<file path="config.mk">
export PLATFORM = sky130hd
export DESIGN_NAME = riscv_test_monitor
export DESIGN_NICKNAME = d
export VERILOG_FILES = /design/src/rtl/riscv_test_monitor.sv
export SDC_FILE = /design/constraint.sdc
export NUM_CORES = 1
export LEC_CHECK = 0
export BUFFER_PORTS_ARGS = -buffer_cell sky130_fd_sc_hd__buf_2
export CAP_MARGIN = 20
export CORE_MARGIN = 5
export CORE_UTILIZATION = 40
export DETAILED_ROUTE_END_ITERATION = 16
export PLACE_DENSITY_LB_ADDON = 0.25
export SLEW_MARGIN = 30
export SYNTH_ARGS = -nofsm -noshare
export SYNTH_HDL_FRONTEND = slang
export SYNTH_SLANG_ARGS = --single-unit
export TNS_END_PERCENT = 50
</file>
<file path="constraint.sdc">
create_clock -name i_clk -period 2.2 [get_ports i_clk]
set_clock_uncertainty 0.05 [all_clocks]
set_input_delay 0.66 -clock i_clk [delete_from_list [all_inputs] [get_ports i_clk]]
set_output_delay 0.66 -clock i_clk [all_outputs]
set_load 0.02 [all_outputs]
</file>
<file path="src/rtl/riscv_test_monitor.sv">
// Pass/fail monitor snooping register-file writeback for the riscv-tests x3/x26/x27 convention.
// Optional watchdog enabled by defining MONITOR_TIMEOUT_EN.
module riscv_test_monitor #(
  parameter int unsigned SETTLE_CYCLES  = 10,
  parameter int unsigned TIMEOUT_CYCLES = 100000,
  parameter int unsigned TESTNUM_REG    = 3,
  parameter int unsigned DONE_REG       = 26,
  parameter int unsigned PASS_REG       = 27
) (
  input  logic        i_clk,
  input  logic        i_rst_n,
  input  logic        i_wb_we,
  input  logic [4:0]  i_wb_waddr,
  input  logic [31:0] i_wb_wdata,
  output logic        o_done,
  output logic        o_pass,
  output logic        o_fail,
  output logic [31:0] o_fail_testnum,
  output logic        o_timeout,
  output logic [31:0] o_cycle_count
);

  // state  | meaning
  // RUN    | test executing, waiting for x26 <= 1
  // SETTLE | done seen, settle down-counter running
  // DONE   | verdict latched, everything frozen until reset

  typedef enum logic [1:0] {S_RUN, S_SETTLE, S_DONE} state_t;

  localparam int SW = (SETTLE_CYCLES < 2) ? 1 : $clog2(SETTLE_CYCLES + 1);
  localparam logic [SW-1:0] SETTLE_LOAD = SW'(SETTLE_CYCLES);

  state_t        r_state;
  logic [SW-1:0] r_settle_cnt;
  logic [31:0]   r_sh_testnum;
  logic [31:0]   r_sh_pass;
  logic [31:0]   r_cycle_count;
  logic          r_done;
  logic          r_pass;
  logic          r_fail;
  logic [31:0]   r_fail_testnum;
  logic          r_timeout;

  logic        w_wr_testnum;
  logic        w_wr_pass;
  logic        w_done_set;
  logic        w_pass_now;
  logic        w_timeout_hit;
  logic [31:0] w_cnt_next;

  // Only the x26 <= 1 event matters, so no done shadow is kept.
  assign w_wr_testnum = i_wb_we && (TESTNUM_REG != 0) && (i_wb_waddr == 5'(TESTNUM_REG));
  assign w_wr_pass    = i_wb_we && (PASS_REG != 0)    && (i_wb_waddr == 5'(PASS_REG));
  assign w_done_set   = i_wb_we && (DONE_REG != 0)    && (i_wb_waddr == 5'(DONE_REG))
                        && (i_wb_wdata == 32'd1);
  assign w_pass_now   = (r_sh_pass == 32'd1);
  assign w_cnt_next   = (r_cycle_count == 32'hFFFF_FFFF) ? r_cycle_count
                                                         : r_cycle_count + 32'd1;

`ifdef MONITOR_TIMEOUT_EN
  assign w_timeout_hit = ({1'b0, w_cnt_next} >= 33'(TIMEOUT_CYCLES));
`else
  assign w_timeout_hit = 1'b0;
`endif

  always_ff @(posedge i_clk or negedge i_rst_n) begin
    if (!i_rst_n) begin
      r_state        <= S_RUN;
      r_settle_cnt   <= '0;
      r_sh_testnum   <= '0;
      r_sh_pass      <= '0;
      r_cycle_count  <= '0;
      r_done         <= 1'b0;
      r_pass         <= 1'b0;
      r_fail         <= 1'b0;
      r_fail_testnum <= '0;
      r_timeout      <= 1'b0;
    end else begin
      if (r_state != S_DONE) begin
        if (w_wr_testnum) r_sh_testnum <= i_wb_wdata;
        if (w_wr_pass)    r_sh_pass    <= i_wb_wdata;
        r_cycle_count <= w_cnt_next;
      end
      case (r_state)
        S_RUN: begin
          if (w_timeout_hit) begin
            r_state        <= S_DONE;
            r_done         <= 1'b1;
            r_fail         <= 1'b1;
            r_timeout      <= 1'b1;
            r_fail_testnum <= r_sh_testnum;
          end else if (w_done_set) begin
            r_state      <= S_SETTLE;
            r_settle_cnt <= SETTLE_LOAD;
          end
        end
        S_SETTLE: begin
          // Verdict uses pre-edge shadows; settle expiry beats the watchdog.
          if (r_settle_cnt == '0) begin
            r_state        <= S_DONE;
            r_done         <= 1'b1;
            r_pass         <= w_pass_now;
            r_fail         <= ~w_pass_now;
            r_fail_testnum <= r_sh_testnum;
          end else if (w_timeout_hit) begin
            r_state        <= S_DONE;
            r_done         <= 1'b1;
            r_fail         <= 1'b1;
            r_timeout      <= 1'b1;
            r_fail_testnum <= r_sh_testnum;
          end else begin
            r_settle_cnt <= r_settle_cnt - SW'(1);
          end
        end
        S_DONE: ;
        default: r_state <= S_RUN;
      endcase
    end
  end

  assign o_done         = r_done;
  assign o_pass         = r_pass;
  assign o_fail         = r_fail;
  assign o_fail_testnum = r_fail_testnum;
  assign o_timeout      = r_timeout;
  assign o_cycle_count  = r_cycle_count;

endmodule

</file>
Word-level counts from Yosys, hierarchy flattened
Cells that the tools add are included.
{"block": "op_classes", "add_sub_neg": 2, "muxes": 6, "bitwise": 3, "n_reduce_logical": 13, "eq_ne": 12}
{"operator": "$eq 32x1->1 const B", "n": 2}
{"operator": "$add 32x1->32 const B", "n": 1}
{"operator": "$eq 32x32->1 const B", "n": 1}
{"operator": "$eq 5x5->1 const B", "n": 2}
{"operator": "$mux 4", "n": 2}
{"operator": "$ne 2x2->1 const B", "n": 4}
{"operator": "$pmux 4 s2", "n": 1}
{"operator": "$reduce_and 2->1", "n": 4}
{"operator": "$pmux 2 s3", "n": 1}
{"operator": "$reduce_and 3->1", "n": 2}
{"operator": "$eq 5x2->1 const B", "n": 1}
{"operator": "$logic_and 1x1->1", "n": 4}
{"operator": "$logic_not 4->1", "n": 1}
{"operator": "$mux 2", "n": 2}
{"operator": "$sub 4x1->4 const B", "n": 1}
{"operator": "$not 1->1", "n": 3}
{"operator": "$eq 2x1->1 const B", "n": 1}
{"operator": "$eq 2x2->1 const B", "n": 1}
{"operator": "$logic_not 2->1", "n": 1}
{"operator": "$reduce_bool 2->1", "n": 1}
{"block": "totals", "regBits": 137}

Logic depth before layout (Yosys ltp)
{"block": "logic_depth", "depth_word": 5, "mapped_depth": 7}

Worst setup path before layout
OpenSTA, ideal clock, no wires.
{"block": "synth_timing", "path_type": "input-to-reg", "start": "input i_wb_wdata[17]", "end": "register r_settle_cnt[1]", "setup_slack_ps": -34, "setup_ps": 128, "required_ps": 2022, "cell_stages": 5, "t_arrival_ps": 2056, "path_cell_list": "or4_1 > nor4_1 > and4_1 > a21o_1 > mux2_1"}
{"block": "synth_between", "elab_chain_cells": 4}
{"item": "from (decl)", "line_no": "14", "text": "input logic [31:0] i_wb_wdata,"}
{"item": "$eq 32x1->1", "line_no": "55", "text": "&& (i_wb_wdata == 32'd1);"}
{"item": "$logic_and 1x1->1", "line_no": "55"}
{"item": "$ne 2x2->1 (no source line)"}
{"item": "$reduce_and 3->1 (no source line)"}
{"item": "to (signal assigned)", "line_no": "112", "text": "r_settle_cnt <= r_settle_cnt - SW'(1);"}
{"item": "to (decl)", "line_no": "34", "text": "logic [SW-1:0] r_settle_cnt;"}
Every way passes these cells.
A chain may end at the register's enable or synchronous reset.

Worst setup path in the final report
Ends and elaborated chain as after synthesis.

==> run_results.csv <==
group,metric,value,unit
yosys,synth.most_common_cell,"dfrtp_1",
min_path,hold_class,"in -> async",
placed_design,place_ws,-0.375,ns
cells_and_area,nNetsFinal,609,
yosys,syn-cell-area,5700,µm²
clock_tree,clock_latency,0.42,ns
floorplan,dieArea,16700,µm²
yosys,netlist_instances,420,
worst_setup_path,crit_required,2.44,ns
yosys,ys_ff_latch,137,
pwr,p_per_area,827,nW/µm²
placed_design,dp_cells,728,
worst_setup_path,end_kind,"flop",
sta,rsz0062_at_grt,"no",
cells_and_area,final_area,7300,µm²
pwr,p_leak,3.67,nW
drt,wl_per_cell,16.8,µm
yosys,synth_common_cells,"dfrtp_1, mux2_2, nand3_1, nand2_1, xnor2_1",
worst_setup_path,ff2ff_setup_slack,0.16,ns
flow_run,maxCapViolations,0,
yosys,synthArstFlopShare,1.00,
yosys,yosys.area.top_type_share,0.602,
worst_setup_path,path_class,"in -> reg",
drt,drc,0,
clock_tree,cts.sinks,137,
yosys,synth_area_per_cell,13.6,µm²
yosys,synthTopCellsByArea,"dfrtp_1, mux2_2, xnor2_1, nand3_1, nand4_1",
grt,grt_overflow_total,0,
sta,post-route-period-util,0.957,
clock_tree,cts_tree,"yes",
outcome,status,"finished clean",
cells_and_area,regArea,3430,µm²
placed_design,dpl-instance-area,6720,µm²
drt,drt_iter0_drc,158,
drt,ant_nets,0,
drt,drt_pass1_iterations,4,
pwr,ir_drop,0.644,mV
cells_and_area,nFillCells,1227,
cells_and_area,areaGrowthSynthToFinish,28.1,%
worst_setup_path,r2r_cells,6,
sta,hold_violations,0,
drt,finalWirelength,12.7,mm
clock_tree,clockBufferDepth,2,
pwr,total_power,6.04,mW
clock_tree,cts-root-buf,"clkbuf_16",
sta,finalMaxSlewViolations,0,
floorplan,initial_core_util,0.409,
worst_setup_path,rr_startpoint,"o_cycle_count[0]$_DFFE_PN0P_",
sta,setup_viol,0,
cells_and_area,drive_above_1_share,0.479,
placed_design,portBuffers,106,
grt,grt_pass1_wl,21.3,mm
clock_tree,post_cts_buffers,0,
yosys,yosysWarnings,0,
grt,grt_pass1_vias,4162,
floorplan,core,13900,µm²
yosys,synth_edf_count,0,
sta,fmax,0.475,GHz
yosys,yosys.area.top_type,"dfrtp_1",
drt,viasPerCell,5.12,
worst_setup_path,rr_endpoint,"o_cycle_count[30]$_DFFE_PN0P_",
clock_tree,cts_made_buffers,17,
floorplan,rows,43,
floorplan,io_pins,108,
grt,grt_antenna_before_repair,0,
yosys,syn-num-nets,462,
floorplan,die_h,129,µm
clock_tree,clkTransAtPathRegs,0.06,ns
worst_setup_path,crit_arrival,2.35,ns
cells_and_area,multi_input_area,2190,µm²
placed_design,place.gp.congestion,0.844,
placed_design,post-dp-hpwl,9.57,mm
clock_tree,cts_hold_buf,0,
clock_tree,h-tree-depth,4,
yosys,ys_seq_area_frac,0.602,
drt,num_vias,3894,
floorplan,die_x,129,µm
worst_setup_path,start_kind,"primary input",
cells_and_area,diodes,0,
sta,worst_slack,0.0944,ns
yosys,ys.flop_type,"dfrtp_1",
worst_setup_path,startpoint,"i_wb_wdata[17]",
worst_setup_path,cp_max_fo,3,
cells_and_area,final_cells,760,
yosys,synth_cell_type_count,42,
grt,grt_max_degree,46,
sta,layout_min_cycle_time,2.11,ns
grt,grt_use_total,0.165,
[power by group]
| part | switching [mW] | leakage, nW | internal, mW |
|---|---|---|---|
| Combinational | 0.168 | 1.58 | 0.243 |
| Clock | 1.09 | 0.280 | 1.68 |
| Sequential | 0.116 | 1.81 | 2.75 |
[registers in the layout (all words and copies together), names as in the netlist, 2 cells and up]
name            count
r_sh_pass          32
r_settle_cnt        4
o_fail_testnum     32
o_cycle_count      32
r_state             2
r_sh_testnum       32
[area by class of cell]
| type | count | area share |
|---|---|---|
| Multi-Input combinational cell | 261 | 0.300 |
| Clock buffer | 19 | 0.0593 |
| Tap cell | 180 | 0.0308 |
| Clock inverter | 13 | 0.0199 |
| Sequential cell | 137 | 0.470 |
| Timing Repair Buffer | 141 | 0.116 |
| Inverter | 9 | 0.00463 |
[timing repair]
| action | in CTS | in global routing |
|---|---|---|
| endpoints found under the setup margin | 0 | 1 |
| hold endpoints to repair | 0 | 0 |
| gates resized for setup | 0 | 1 |
[logic make-up (layout without fill, tap and decap cells)]
logic type | count (synthesis) | after routing | share of synthesized area
XOR/XNOR | 28 | 28 | 0.0430
other | 1 | 1 | 0.000658
AND/OR/NAND/NOR | 114 | 114 | 0.114
adder cells (fa/ha/maj) | 2 | 2 | 0.00439
flip-flops | 137 | 137 | 0.602
AO/OA/AOI/OAI | 16 | 16 | 0.0204
multiplexers | 100 | 100 | 0.197
buffers and inverters | 22 | 182 | 0.0187
[metrics by stage]
step / utilization / hold slack (ns) / TNS [ns]
6_report: 0.524 / 0.0703 / 0
5_1_grt: 0.524 / 0.0718 / 0
4_1_cts: 0.524 / 0.0660 / 0
3_5_place_dp: 0.482 / 0.409 / -1.04
3_3_place_gp: 0.482 / 0.395 / -1.10
2_1_floorplan: - / 0.314 / -0.0337
[per-layer routing]
layer  global-route usage  share of wire
met1                0.219           0.45
met2                0.260           0.48
met3               0.0532          0.056
met4               0.0500          0.012
met5                    0              0
[cell usage in the layout, fill, tap and decap left out, types with 2 or more instances in the layout]
cell type	instances
nor3_1	5
inv_1	9
buf_2	105
clkinv_2	3
xnor2_1	18
nor4_1	14
clkinvlp_4	2
nand3_1	20
nand2_1	18
bufinv_16	2
ha_1	2
inv_6	3
a31oi_1	3
mux2_1	2
a21oi_1	3
a211o_1	2
or4_1	5
nand2b_1	3
dfrtp_1	137
and4_1	3
nor2_1	15
buf_4	31
nor4_4	2
and4_2	2
a21o_1	2
nand4_1	14
buf_12	4
clkbuf_16	17
and3_1	4
clkbuf_1	2
mux2_2	97
clkinv_4	2
xor2_1	10
[critical path, stage by stage]
cell and delay, ns:
buf_2 0.10, or4_1 0.53, nor4_1 0.32, and4_1 0.29, a21o_1 0.12, mux2_1 0.32
[worst max-delay path by stage]
stage	endpoint	cells after the start	slack (ns)
after floorplan	r_settle_cnt[1]$_DFFE_PN0P_	5	-0.03
after global placement	r_settle_cnt[1]$_DFFE_PN0P_	6	-0.38
after detailed placement	r_settle_cnt[1]$_DFFE_PN0P_	6	-0.37
after CTS	r_settle_cnt[1]$_DFFE_PN0P_	6	0.06
after global routing	o_cycle_count[29]$_DFFE_PN0P_	5	0.04
final	r_settle_cnt[1]$_DFFE_PN0P_	6	0.09
No activity file was read; power rests on OpenSTA's default activity.
